File: config.mk
export PLATFORM = sky130hd
export DESIGN_NAME = pipe_stage_skid
export DESIGN_NICKNAME = d
export VERILOG_FILES = /design/src/rtl/pipe_stage_skid.sv
export SDC_FILE = /design/constraint.sdc
export NUM_CORES = 1
export LEC_CHECK = 0
export ABC_AREA = 1
export CAP_MARGIN = 5
export CORE_ASPECT_RATIO = 1.25
export CORE_MARGIN = 2
export CORE_UTILIZATION = 30
export CTS_BUF_LIST = sky130_fd_sc_hd__clkbuf_16
export DETAILED_ROUTE_END_ITERATION = 7
export GPL_TIMING_DRIVEN = 1
export PLACE_DENSITY_LB_ADDON = 0.25
export SKIP_CTS_REPAIR_TIMING = 1
export SLEW_MARGIN = 5
export SYNTH_ARGS = -nofsm -noshare
export SYNTH_HDL_FRONTEND = slang
export SYNTH_SLANG_ARGS = --single-unit
File: constraint.sdc
create_clock -name clk_i -period 2.3 [get_ports clk_i]
set_clock_uncertainty 0.15 [all_clocks]
set_input_delay 0.46 -clock clk_i [delete_from_list [all_inputs] [get_ports clk_i]]
set_output_delay 0.46 -clock clk_i [all_outputs]
set_load 0.01 [all_outputs]
File: src/rtl/pipe_stage_skid.sv
// Elastic pipeline-stage register: valid/ready handshake over a 2-entry skid buffer,
// with synchronous flush/stall and saturating bubble and flushed-entry counters.
module pipe_stage_skid #(
    parameter int WIDTH = 32,
    parameter int NCH   = 2,
    parameter int CNT_W = 16
) (
    input  logic                 clk_i,
    input  logic                 rst_i,
    input  logic                 flush_i,
    input  logic                 stall_i,
    input  logic                 in_valid_i,
    output logic                 in_ready_o,
    input  logic [NCH*WIDTH-1:0] in_data_i,
    output logic                 out_valid_o,
    input  logic                 out_ready_i,
    output logic [NCH*WIDTH-1:0] out_data_o,
    output logic [1:0]           occupancy_o,
    output logic [CNT_W-1:0]     bubble_cnt_o,
    output logic [CNT_W-1:0]     flushed_cnt_o
);

    localparam int DW = NCH * WIDTH;

    // Encoding doubles as the occupancy count.
    typedef enum logic [1:0] {
        EMPTY = 2'd0,
        ONE   = 2'd1,
        FULL  = 2'd2
    } state_t;

    state_t          state_q, state_d;
    logic [DW-1:0]   main_q, skid_q;
    logic [CNT_W-1:0] bubble_q, flushed_q;
    logic            in_fire, out_fire;
    logic            load_main_in, load_main_skid, load_skid;
    logic [CNT_W:0]  flushed_sum;

    // in_ready_o looks only at local state, never at out_ready_i.
    assign in_ready_o  = rst_i & ~flush_i & ~stall_i & (state_q != FULL);
    assign out_valid_o = ~flush_i & ~stall_i & (state_q != EMPTY);
    assign in_fire     = in_valid_i & in_ready_o;
    assign out_fire    = out_valid_o & out_ready_i;

    assign out_data_o    = main_q;
    assign occupancy_o   = state_q;
    assign bubble_cnt_o  = bubble_q;
    assign flushed_cnt_o = flushed_q;

    always_ff @(posedge clk_i or negedge rst_i) begin
        if (!rst_i) begin
            state_q <= EMPTY;
        end else begin
            // NOTE: sequential state always uses non-blocking assignment so every
            // register samples pre-edge values regardless of block ordering.
            state_q <= state_d;
        end
    end

    always_comb begin
        // NOTE: every output of this block gets a default first; a path that
        // skipped an assignment would infer a latch.
        state_d        = state_q;
        load_main_in   = 1'b0;
        load_main_skid = 1'b0;
        load_skid      = 1'b0;
        if (flush_i) begin
            state_d = EMPTY;
        end else begin
            unique case (state_q)
                EMPTY: begin
                    if (in_fire) begin
                        state_d      = ONE;
                        load_main_in = 1'b1;
                    end
                end
                ONE: begin
                    if (in_fire && !out_fire) begin
                        state_d   = FULL;
                        load_skid = 1'b1;
                    end else if (!in_fire && out_fire) begin
                        state_d = EMPTY;
                    end else if (in_fire && out_fire) begin
                        load_main_in = 1'b1;
                    end
                end
                FULL: begin
                    if (out_fire) begin
                        state_d        = ONE;
                        load_main_skid = 1'b1;
                    end
                end
                default: state_d = EMPTY;
            endcase
        end
    end

    always_ff @(posedge clk_i or negedge rst_i) begin
        // NOTE: the data registers are reset as well, so out_data_o reads a
        // defined zero after reset instead of stale contents.
        if (!rst_i) begin
            main_q <= '0;
            skid_q <= '0;
        end else if (flush_i) begin
            main_q <= '0;
            skid_q <= '0;
        end else begin
            if (load_main_in) begin
                main_q <= in_data_i;
            end else if (load_main_skid) begin
                main_q <= skid_q;
            end
            if (load_skid) begin
                skid_q <= in_data_i;
            end
        end
    end

    // One spare bit catches the carry so the add can saturate.
    assign flushed_sum = {1'b0, flushed_q} + (CNT_W + 1)'(occupancy_o);

    always_ff @(posedge clk_i or negedge rst_i) begin
        if (!rst_i) begin
            bubble_q  <= '0;
            flushed_q <= '0;
        end else begin
            if (out_ready_i && !out_valid_o && (bubble_q != '1)) begin
                bubble_q <= bubble_q + CNT_W'(1);
            end
            if (flush_i) begin
                flushed_q <= flushed_sum[CNT_W] ? '1 : flushed_sum[CNT_W-1:0];
            end
        end
    end

endmodule

==> results of run 1 <==
## cell usage after synthesis, types with 2 or more instances
cell / n / area (um^2)
nand2_1: 283 / 1060
dfrtp_1: 162 / 4050
inv_1: 155 / 582
nand3_1: 92 / 460
o22ai_1: 63 / 394
o21ai_1: 61 / 305
nor2_1: 26 / 97.6
buf_6: 16 / 180
clkbuf_1: 12 / 45.0
buf_4: 10 / 75.1
o21ai_0: 10 / 50.1
xor2_1: 9 / 78.8
nor3_1: 8 / 40.0
buf_1: 6 / 22.5
ha_1: 5 / 62.6
inv_2: 5 / 18.8
nand4_1: 5 / 31.3
o21ai_2: 5 / 43.8
nor2_2: 4 / 25.0
xnor2_1: 4 / 35.0
buf_2: 3 / 15.0
or2_2: 3 / 18.8
a21oi_1: 2 / 10.0
a22oi_1: 2 / 15.0
nand2_2: 2 / 12.5
nand3b_1: 2 / 15.0
nor2_4: 2 / 22.5
## routing by layer
layer,track usage,vias to the layer above,part of all wire,routed length (um)
met4,0.0541,0,0.014,318
met5,0,-,0,0
met3,0.0458,19,0.062,1360
met2,0.276,160,0.48,10700
li1,-,3440,-,-
met1,0.204,3228,0.44,9790
## sequential cells by signal, indices dropped and copies added (netlist names)
signal and count:
out_data_o 64, flushed_cnt_o 16, bubble_cnt_o 16, skid_q 64, occupancy_o 2
## cell type report
type	instances	area (um^2)	share of cell area
clock buffers	17	425	0.0391
clock inverters	15	168	0.0154
inverters	161	607	0.0557
multi-input cells	596	2920	0.268
flip-flops and latches	162	4050	0.372
well taps	340	425	0.0391
repair buffers	218	2290	0.210
## metrics by stage
step                      hold slack, ps  std cells  worst slack, ps  TNS, ps
after floorplan                     14.4        966             39.6        0
after global placement               317       1470             -456   -50630
after detailed placement             325       1470             -439   -48370
after CTS                          -47.3       1502             -376     -699
after global routing                 359       1509             6.10        0
final                                329       1509              154        0
## cells by family (layout without fill, tap and decap cells)
kind of cell,after synthesis,in the layout,share of synthesized area
adders and majority gates,6,6,0.0105
DFF,162,162,0.515
xor gates and xnor gates,13,13,0.0145
AOI/OAI and AO/OA,146,146,0.108
buffers and inverters,208,411,0.120
and+or+nand+nor,431,431,0.232
## critical path, delay by kind of cell, from the launching register on
family | cells | cell delay, ps
AOI/OAI and AO/OA | 1 | 70
adders and majority gates | 1 | 220
buffers and inverters | 4 | 530
DFF | 1 | 380
and+or+nand+nor | 7 | 700
## where the power goes
group	internal (mW)	switching, mW
Combinational	0.684	0.728
Sequential	3.01	0.187
Clock	1.70	1.20
Total	5.40	2.12
## worst max path at each step
stage,start,endpoint,slack (ps),cells after the start
floorplan,flush_i,skid_q[10],40,11
global placement,flush_i,out_data_o[1],-460,13
detailed placement,flush_i,out_data_o[1],-440,13
CTS,flush_i,in_ready_o,-380,6
global route,occupancy_o[1],flushed_cnt_o[14],6,13
finish,occupancy_o[0],out_data_o[7],150,13
==> qor.yml, run 1 <==
synthFlopType: "dfrtp_1"
outcome: "finished, final reports clean"
r2r_cells: 13
syn-cell-area_mm2: 0.00787
dpl-instance-area_mm2: 0.0102
synth_cells: 966
r2r-end: "out_data_o[7]"
num_rows: 66
ys_ff_latch: 162
fillers: 2611
max_clock_freq_mhz: 466
core_mm2: 0.0259
timing.rr.start: "occupancy_o[0]"
syn_area_per_cell_um2: 8.15
viasPerCell: 4.54
grt_pass1_vias: 6797
finalPower_mw: 7.52
area_delta_synth_final_pct: 38.4
ys_seq_area_frac: 0.515
routed_wl_um: 22100
post-dp-hpwl_um: 14400
clk_path_buf_depth: 2
drc: 0
fin_nets: 1232
numCtsBuffers: 17
async_reset_ff_frac: 1.00
antenna_cells: 0
hold_viol: 0
grt-ovfl-total: 0
fin_area_mm2: 0.0109
timing.final.crit_period_ps: 2150
ant_nets: 0
die_height_um: 185
min_path_type: "reg -> reg"
worst_hold_path.endpoint: "out_data_o[5]"
cts-root-buf: "clkbuf_16"
wire_per_inst_um: 14.7
cap_violations: 0
worstPathCellList: "buf_4 > nor2_4 > nor3_4 > nand2_1 > inv_1 > ha_1 > nand2_4 > nand3_4 > nor2_4 > buf_12 > buf_12 > nand2_1 > o21ai_0"
hold_start: "out_data_o[5]"
critPathMaxFanout: 33
drive_gt1_frac: 0.0932
fin_crit_sh: 0.933
ys_warn_count: 0
hold_depth: 2
utilization: 0.420
first_pass_iters: 4
final_cell_mix: "nand2_1 (281), clkdlybuf4s50_1 (165), dfrtp_1 (162), inv_1 (157), nand3_1 (92)"
start_util: 0.304
antenna_found_initial: 0
slew_viol_final: 0
grt_start_max_net_pins: 129
cts_sinks: 162
die_width_um: 149
relSlewSlack: 0.519
dieArea_mm2: 0.0276
globalplace.congestion: 0.885
h-tree-depth: 4
grt_usage: 0.164
setup_viol: 0
cpMaxStageDelayCell: "dfrtp_1"
clock_latency_ps: 430
numPortBuffers: 169
cts_tree: "built"
io_pins: 170
grt_pass1_wl_um: 35600
irDropWorstVdd_v: 0.000517
layout_commonest_cell: "nand2_1"
drt_iter0_markers: 354
ys_types: 36
vias: 6847
r2r_slack_ps: 150
path_clk_slew_ps: 60
worst_pin_slew_ps: 722
critPathRequiredTime_ps: 2490
critical_path_class: "reg -> reg"
synth_edf_count: 0
crit_path_start_kind: "flip-flop"
power_density_mw_per_mm2: 690
rsz0062_at_grt: "false"
cp_data_arrival_time_ps: 2340
p_leak_nw: 5.14
end_kind: "flip-flop"
critPathMaxStageDelay_ps: 380
syn-num-nets: 1042
(Power assumes the default switching activity.)
==> run 2: changes to the inputs <==
Settings changed: GPL_TIMING_DRIVEN 1 to 0.
Clock period 2.3 ns to 2.2 ns, I/O delays scaled along.
==> qor.yml, run 2 (same netlist as run 1, synthesis figures left out) <==
clk_path_buf_depth: 2  # unchanged
hold_depth: 3  # +1
cts-root-buf: "clkbuf_16"
post-place-ws_ps: -1070  # -632 ps
worst_hold_path.endpoint: "flushed_cnt_o[0]"
worst_pin_slew_ps: 489  # -233 ps
r2r-end: "flushed_cnt_o[14]"
viasPerCell: 4.56  # +0.43%
finalPower_mw: 8.00  # +6.4%
min_path_type: "in -> reg"
fin_area_mm2: 0.0111  # +2.0%
power_frac_seq: 0.421  # -0.005
h-tree-depth: 4  # unchanged
vias: 6940  # +1.4%
max_clock_freq_mhz: 453  # -2.7%
post-dp-hpwl_um: 15500  # +7.1%
cts_tree: "built"
io_pins: 170  # unchanged
power.switching_fraction: 0.279  # -0.00340
clkPwrFrac: 0.394  # +0.008
r2r_cells: 13  # unchanged
p_comb_frac: 0.185  # -0.003
highest_layer: "met4"
irDropWorstVdd_v: 0.000514  # -0.57%
fillers: 2646  # +1.3%
wl_met3_um: 1110  # -18%
relSlewSlack: 0.674  # +0.155
drt_iter0_markers: 278  # -21%
timing.rr.start: "occupancy_o[0]"
setup_viol: 1  # +1
rsz0062_at_grt: "true"
switching_power_mw: 2.23  # +5.1%
dieArea_mm2: 0.0276  # unchanged
layout_commonest_cell: "nand2_1"
tns_ps: -6.30  # -6.30 ps
wl_met2_um: 11100  # +3.8%
cap_violations: 0  # unchanged
p_leak_nw: 5.22  # +1.7%
drive_gt1_frac: 0.121  # +0.0277
routed_wl_um: 22700  # +2.5%
critPathMaxFanout: 4  # -88%
num_rows: 66  # unchanged
setup_ws_ps: -6.30  # -160 ps
numCtsBuffers: 17  # unchanged
fin_crit_sh: 1.00  # +0.0696
critical_path_class: "reg -> reg"
grt_pass1_vias: 6967  # +2.5%
cp_data_arrival_time_ps: 2360  # +20 ps
clock_latency_ps: 430  # about the same
hold_slack_ps: 185  # -144 ps
area_delta_synth_final_pct: 41.1
critPathRequiredTime_ps: 2350  # -140 ps
timing.final.crit_period_ps: 2210  # +59.9 ps
placedCellCount: 1475  # +0.34%
first_pass_iters: 4  # unchanged
die_width_um: 149  # unchanged
grt_usage: 0.165  # +0.000411
power_density_mw_per_mm2: 720  # +4.3%
violations: "setup timing"
fin_nets: 1245  # +1.1%
start_util: 0.304  # unchanged
crit_path_start_kind: "flip-flop"
path_clk_slew_ps: 60  # about the same
r2r_slack_ps: -6  # -160 ps
met1_length_um: 10200  # +4.5%
wire_per_inst_um: 14.9  # +1.5%
grt-ovfl-total: 0  # unchanged
utilization: 0.428  # +0.00840
p_int_mw: 5.77  # +6.9%
die_height_um: 185  # unchanged
antenna_found_initial: 1  # +1
hold_viol: 0  # unchanged
hold_start: "flush_i"
cts_sinks: 162  # unchanged
grt_start_max_net_pins: 94  # -27%
grt_pass1_wl_um: 35900  # +0.70%
globalplace.congestion: 0.842  # -4.8%
core_mm2: 0.0259  # unchanged
final_cell_mix: "nand2_1 (279), clkdlybuf4s50_1 (164), dfrtp_1 (160), inv_1 (155), nand3_1 (90)"
drc: 0  # unchanged
slew_viol_final: 0  # unchanged
ant_nets: 0  # unchanged
outcome: "finished with violations"
end_kind: "flip-flop"
stdcell_count: 1523  # +0.93%
dpl-instance-area_mm2: 0.0100  # -1.5%
numPortBuffers: 168  # -0.59%
run 2: cell count changes in the layout (fill, tap and decap cells not counted), sizes merged:
cell           change
inv                -2
dlygate4sd3        +1
clkdlybuf4s50      -1
bufinv             +1
clkinvlp           -3
clkbuf             +8
diode              +1
buf                +5
clkinv             +4
run 2: how the worst max path moves through the flow:
stage                               from                end  slack (ps)  cells after the start
after global placement             rst_i         skid_q[12]       -7680                     10
final                     occupancy_o[0]  flushed_cnt_o[14]          -6                     13
after floorplan                  flush_i         skid_q[10]         -30                     11
after global routing      occupancy_o[0]  flushed_cnt_o[14]        -230                     13
after CTS                          rst_i         skid_q[12]        -630                     10
after detailed placement           rst_i         skid_q[12]       -1070                     10
run 2: worst max-delay path, stage by stage (launching register included):
cell	delay, ps
dfrtp_2	420
ha_2	200
inv_1	50
fa_1	340
inv_1	90
nand3_2	90
nor2_2	140
nand2_1	80
inv_1	90
nand2_1	90
nor2_2	160
nand2_1	60
nand2_1	60
nand3_1	60
run 2: final cells by class:
class	count	area (um^2)	share of cell area
clock buffers	17	425	0.0383
multi-input cells	596	3020	0.271
flip-flops and latches	162	4060	0.365
plain buffers	47	443	0.0399
well taps	340	425	0.0383
repair buffers	184	1940	0.174
inverters	161	614	0.0553
diodes	1	2.50	0.000225
clock inverters	15	189	0.0170
run 2: layer usage:
| layer | up-vias | GRT usage |
|---|---|---|
| met5 | - | 0 |
| met4 | 0 | 0.0457 |
| met3 | 22 | 0.0397 |
| met2 | 154 | 0.285 |
| met1 | 3289 | 0.205 |
| li1 | 3475 | - |
run 2: power groups by stage:
stage / registers (mW) / logic (mW) / clock network, mW
floorplan: 3.43 / 0.652 / 0
global placement: 3.41 / 1.38 / 0
detailed placement: 3.40 / 1.40 / 0
CTS: 3.35 / 1.42 / 3.23
global route: 3.39 / 1.65 / 3.37
finish: 3.36 / 1.48 / 3.15
==> run 3: changes to the inputs <==
Settings changed: CORE_MARGIN 2 to 4.
==> qor.yml, run 3 (same netlist as run 1, synthesis figures left out) <==
outcome: "finished with violations"
violations: "setup timing"
cts-root-buf: "clkbuf_16"
clk_path_buf_depth: 2  # unchanged
timing.rr.start: "occupancy_o[1]"
clock_latency_ps: 430  # about the same
min_path_type: "in -> reg"
power_density_mw_per_mm2: 696  # -3.3%
fin_area_mm2: 0.0114  # +2.9%
timing.final.crit_period_ps: 2260  # +49.6 ps
hold_viol: 0  # unchanged
worstPathCellList: "inv_4 > buf_6 > nor2_4 > nor3_4 > nand2_2 > inv_2 > ha_4 > nand2_8 > nand3_4 > nor2_4 > buf_12 > clkbuf_16 > clkbuf_16 > nand2_1 > o21ai_1"
critical_path.top_delay_family: "simple AND/OR/NAND/NOR gates"
final_cell_mix: "nand2_1 (265), clkdlybuf4s50_1 (164), dfrtp_1 (160), inv_1 (156), nand3_1 (89)"
die_width_um: 153  # +2.7%
path_clk_slew_ps: 70  # about the same
fin_nets: 1260  # +1.2%
cpMaxStageDelayCell: "dfrtp_2"
p_leak_nw: 5.34  # +2.3%
setup_ws_ps: -55.9  # -49.6 ps
end_kind: "flip-flop"
cts_tree: "built"
critPathMaxFanout: 5  # +1
first_pass_iters: 5  # +1
worst_pin_slew_ps: 524  # +34.6 ps
grt_pass1_wl_um: 36300  # +1.2%
antenna_found_initial: 1  # unchanged
critical_path_class: "reg -> reg"
irDropWorstVdd_v: 0.000525  # +2.2%
drc: 0  # unchanged
drive_gt1_frac: 0.145  # +0.0245
utilization: 0.441  # +0.0125
grt_start_max_net_pins: 102  # +8.5%
start_util: 0.304  # unchanged
fin_crit_sh: 1.03  # +0.0225
setup_viol: 10  # +9
ant_nets: 0  # unchanged
grt-ovfl-total: 0  # unchanged
wire_per_inst_um: 15.4  # +3.4%
layout_commonest_cell: "nand2_1"
drt_iter0_markers: 293  # +5.4%
crit_path_start_kind: "flip-flop"
cap_violations: 0  # unchanged
post-dp-hpwl_um: 15600  # +0.89%
antenna_cells: 0  # -1
vias: 6980  # +0.58%
critPathBufInv: 6  # +3
grt_pass1_vias: 6931  # -0.52%
viasPerCell: 4.54  # -0.27%
max_clock_freq_mhz: 443  # -2.2%
numPortBuffers: 168  # unchanged
tns_ps: -257  # -251 ps
crit_start: "occupancy_o[1]"
dieArea_mm2: 0.0289  # +4.9%
numCtsBuffers: 17  # unchanged
io_pins: 170  # unchanged
dpl-instance-area_mm2: 0.0100  # unchanged
core_mm2: 0.0259  # unchanged
h-tree-depth: 4  # unchanged
cp_data_arrival_time_ps: 2450  # +90 ps
relSlewSlack: 0.651  # -0.0231
critPathMaxStageDelay_ps: 420  # about the same
die_height_um: 189  # +2.2%
num_rows: 66  # unchanged
rsz0062_at_grt: "true"
slew_viol_final: 0  # unchanged
globalplace.congestion: 0.837  # -0.61%
routed_wl_um: 23700  # +4.3%
hold_start: "flush_i"
grt_usage: 0.156  # -0.00931
cts_sinks: 162  # unchanged
critPathRequiredTime_ps: 2400  # +50 ps
area_delta_synth_final_pct: 45.2
-- run 3: changes by cell type in the layout (fill, tap and decap cells not counted), sizes merged --
cell,change
diode,-1
buf,+8
inv,+3
bufinv,-1
clkinv,-4
clkbuf,+7
clkinvlp,+1
-- run 3: worst paths after layout --
check | endpoint | slack [ps] | cells past startpoint
max reg2reg | out_data_o[24] | -60 | 15
max | out_data_o[24] | -60 | 15
min reg2reg | out_data_o[7] | 340 | 2
min in group asynchronous | bubble_cnt_o[6] | 460 | 2
max in group asynchronous | skid_q[50] | 790 | 3
min | flushed_cnt_o[0] | 170 | 3
-- run 3: stage by stage --
step                total power [mW]  instances  hold slack (ps)  worst slack [ps]
floorplan                       4.09        966            -5.59             -33.9
global placement                4.79       1474              315             -7700
detailed placement              4.81       1475              281             -1020
CTS                             7.83       1506             -193              -552
global route                    8.37       1536              177              -155
finish                          7.96       1536              173             -55.9
-- run 3: tightest hold or removal path: cells and delay by family --
| kind | cells | cell delay, ps |
|---|---|---|
| buffers and inverters | 1 | 140 |
| AND/OR/NAND/NOR | 1 | 50 |
| AO/OA/AOI/OAI | 1 | 80 |
-- run 3: area by class of cell --
type / count / area [um^2]
plain buffers: 47 / 470
clock buffers: 17 / 425
clock inverters: 14 / 150
fillers: 2628 / 14500
inverters: 161 / 614
multi-input cells: 596 / 3120
flip-flops and latches: 162 / 4060
well taps: 340 / 425
repair buffers: 199 / 2170
-- run 3: power by group --
part / switching [mW] / total, mW / internal, mW
clock: 1.23 / 2.99 / 1.76
combinational: 0.807 / 1.61 / 0.805
sequential: 0.209 / 3.36 / 3.15
-- run 3: per-layer routing --
| metal | track usage | share of wire | vias up | routed length [um] |
|---|---|---|---|---|
| met3 | 0.0432 | 0.045 | 20 | 1080 |
| met1 | 0.197 | 0.44 | 3305 | 10400 |
| met5 | 0 | 0.00055 | - | 13 |
| li1 | - | - | 3508 | - |
| met4 | 0.0439 | 0.012 | 2 | 272 |
| met2 | 0.262 | 0.50 | 145 | 11800 |
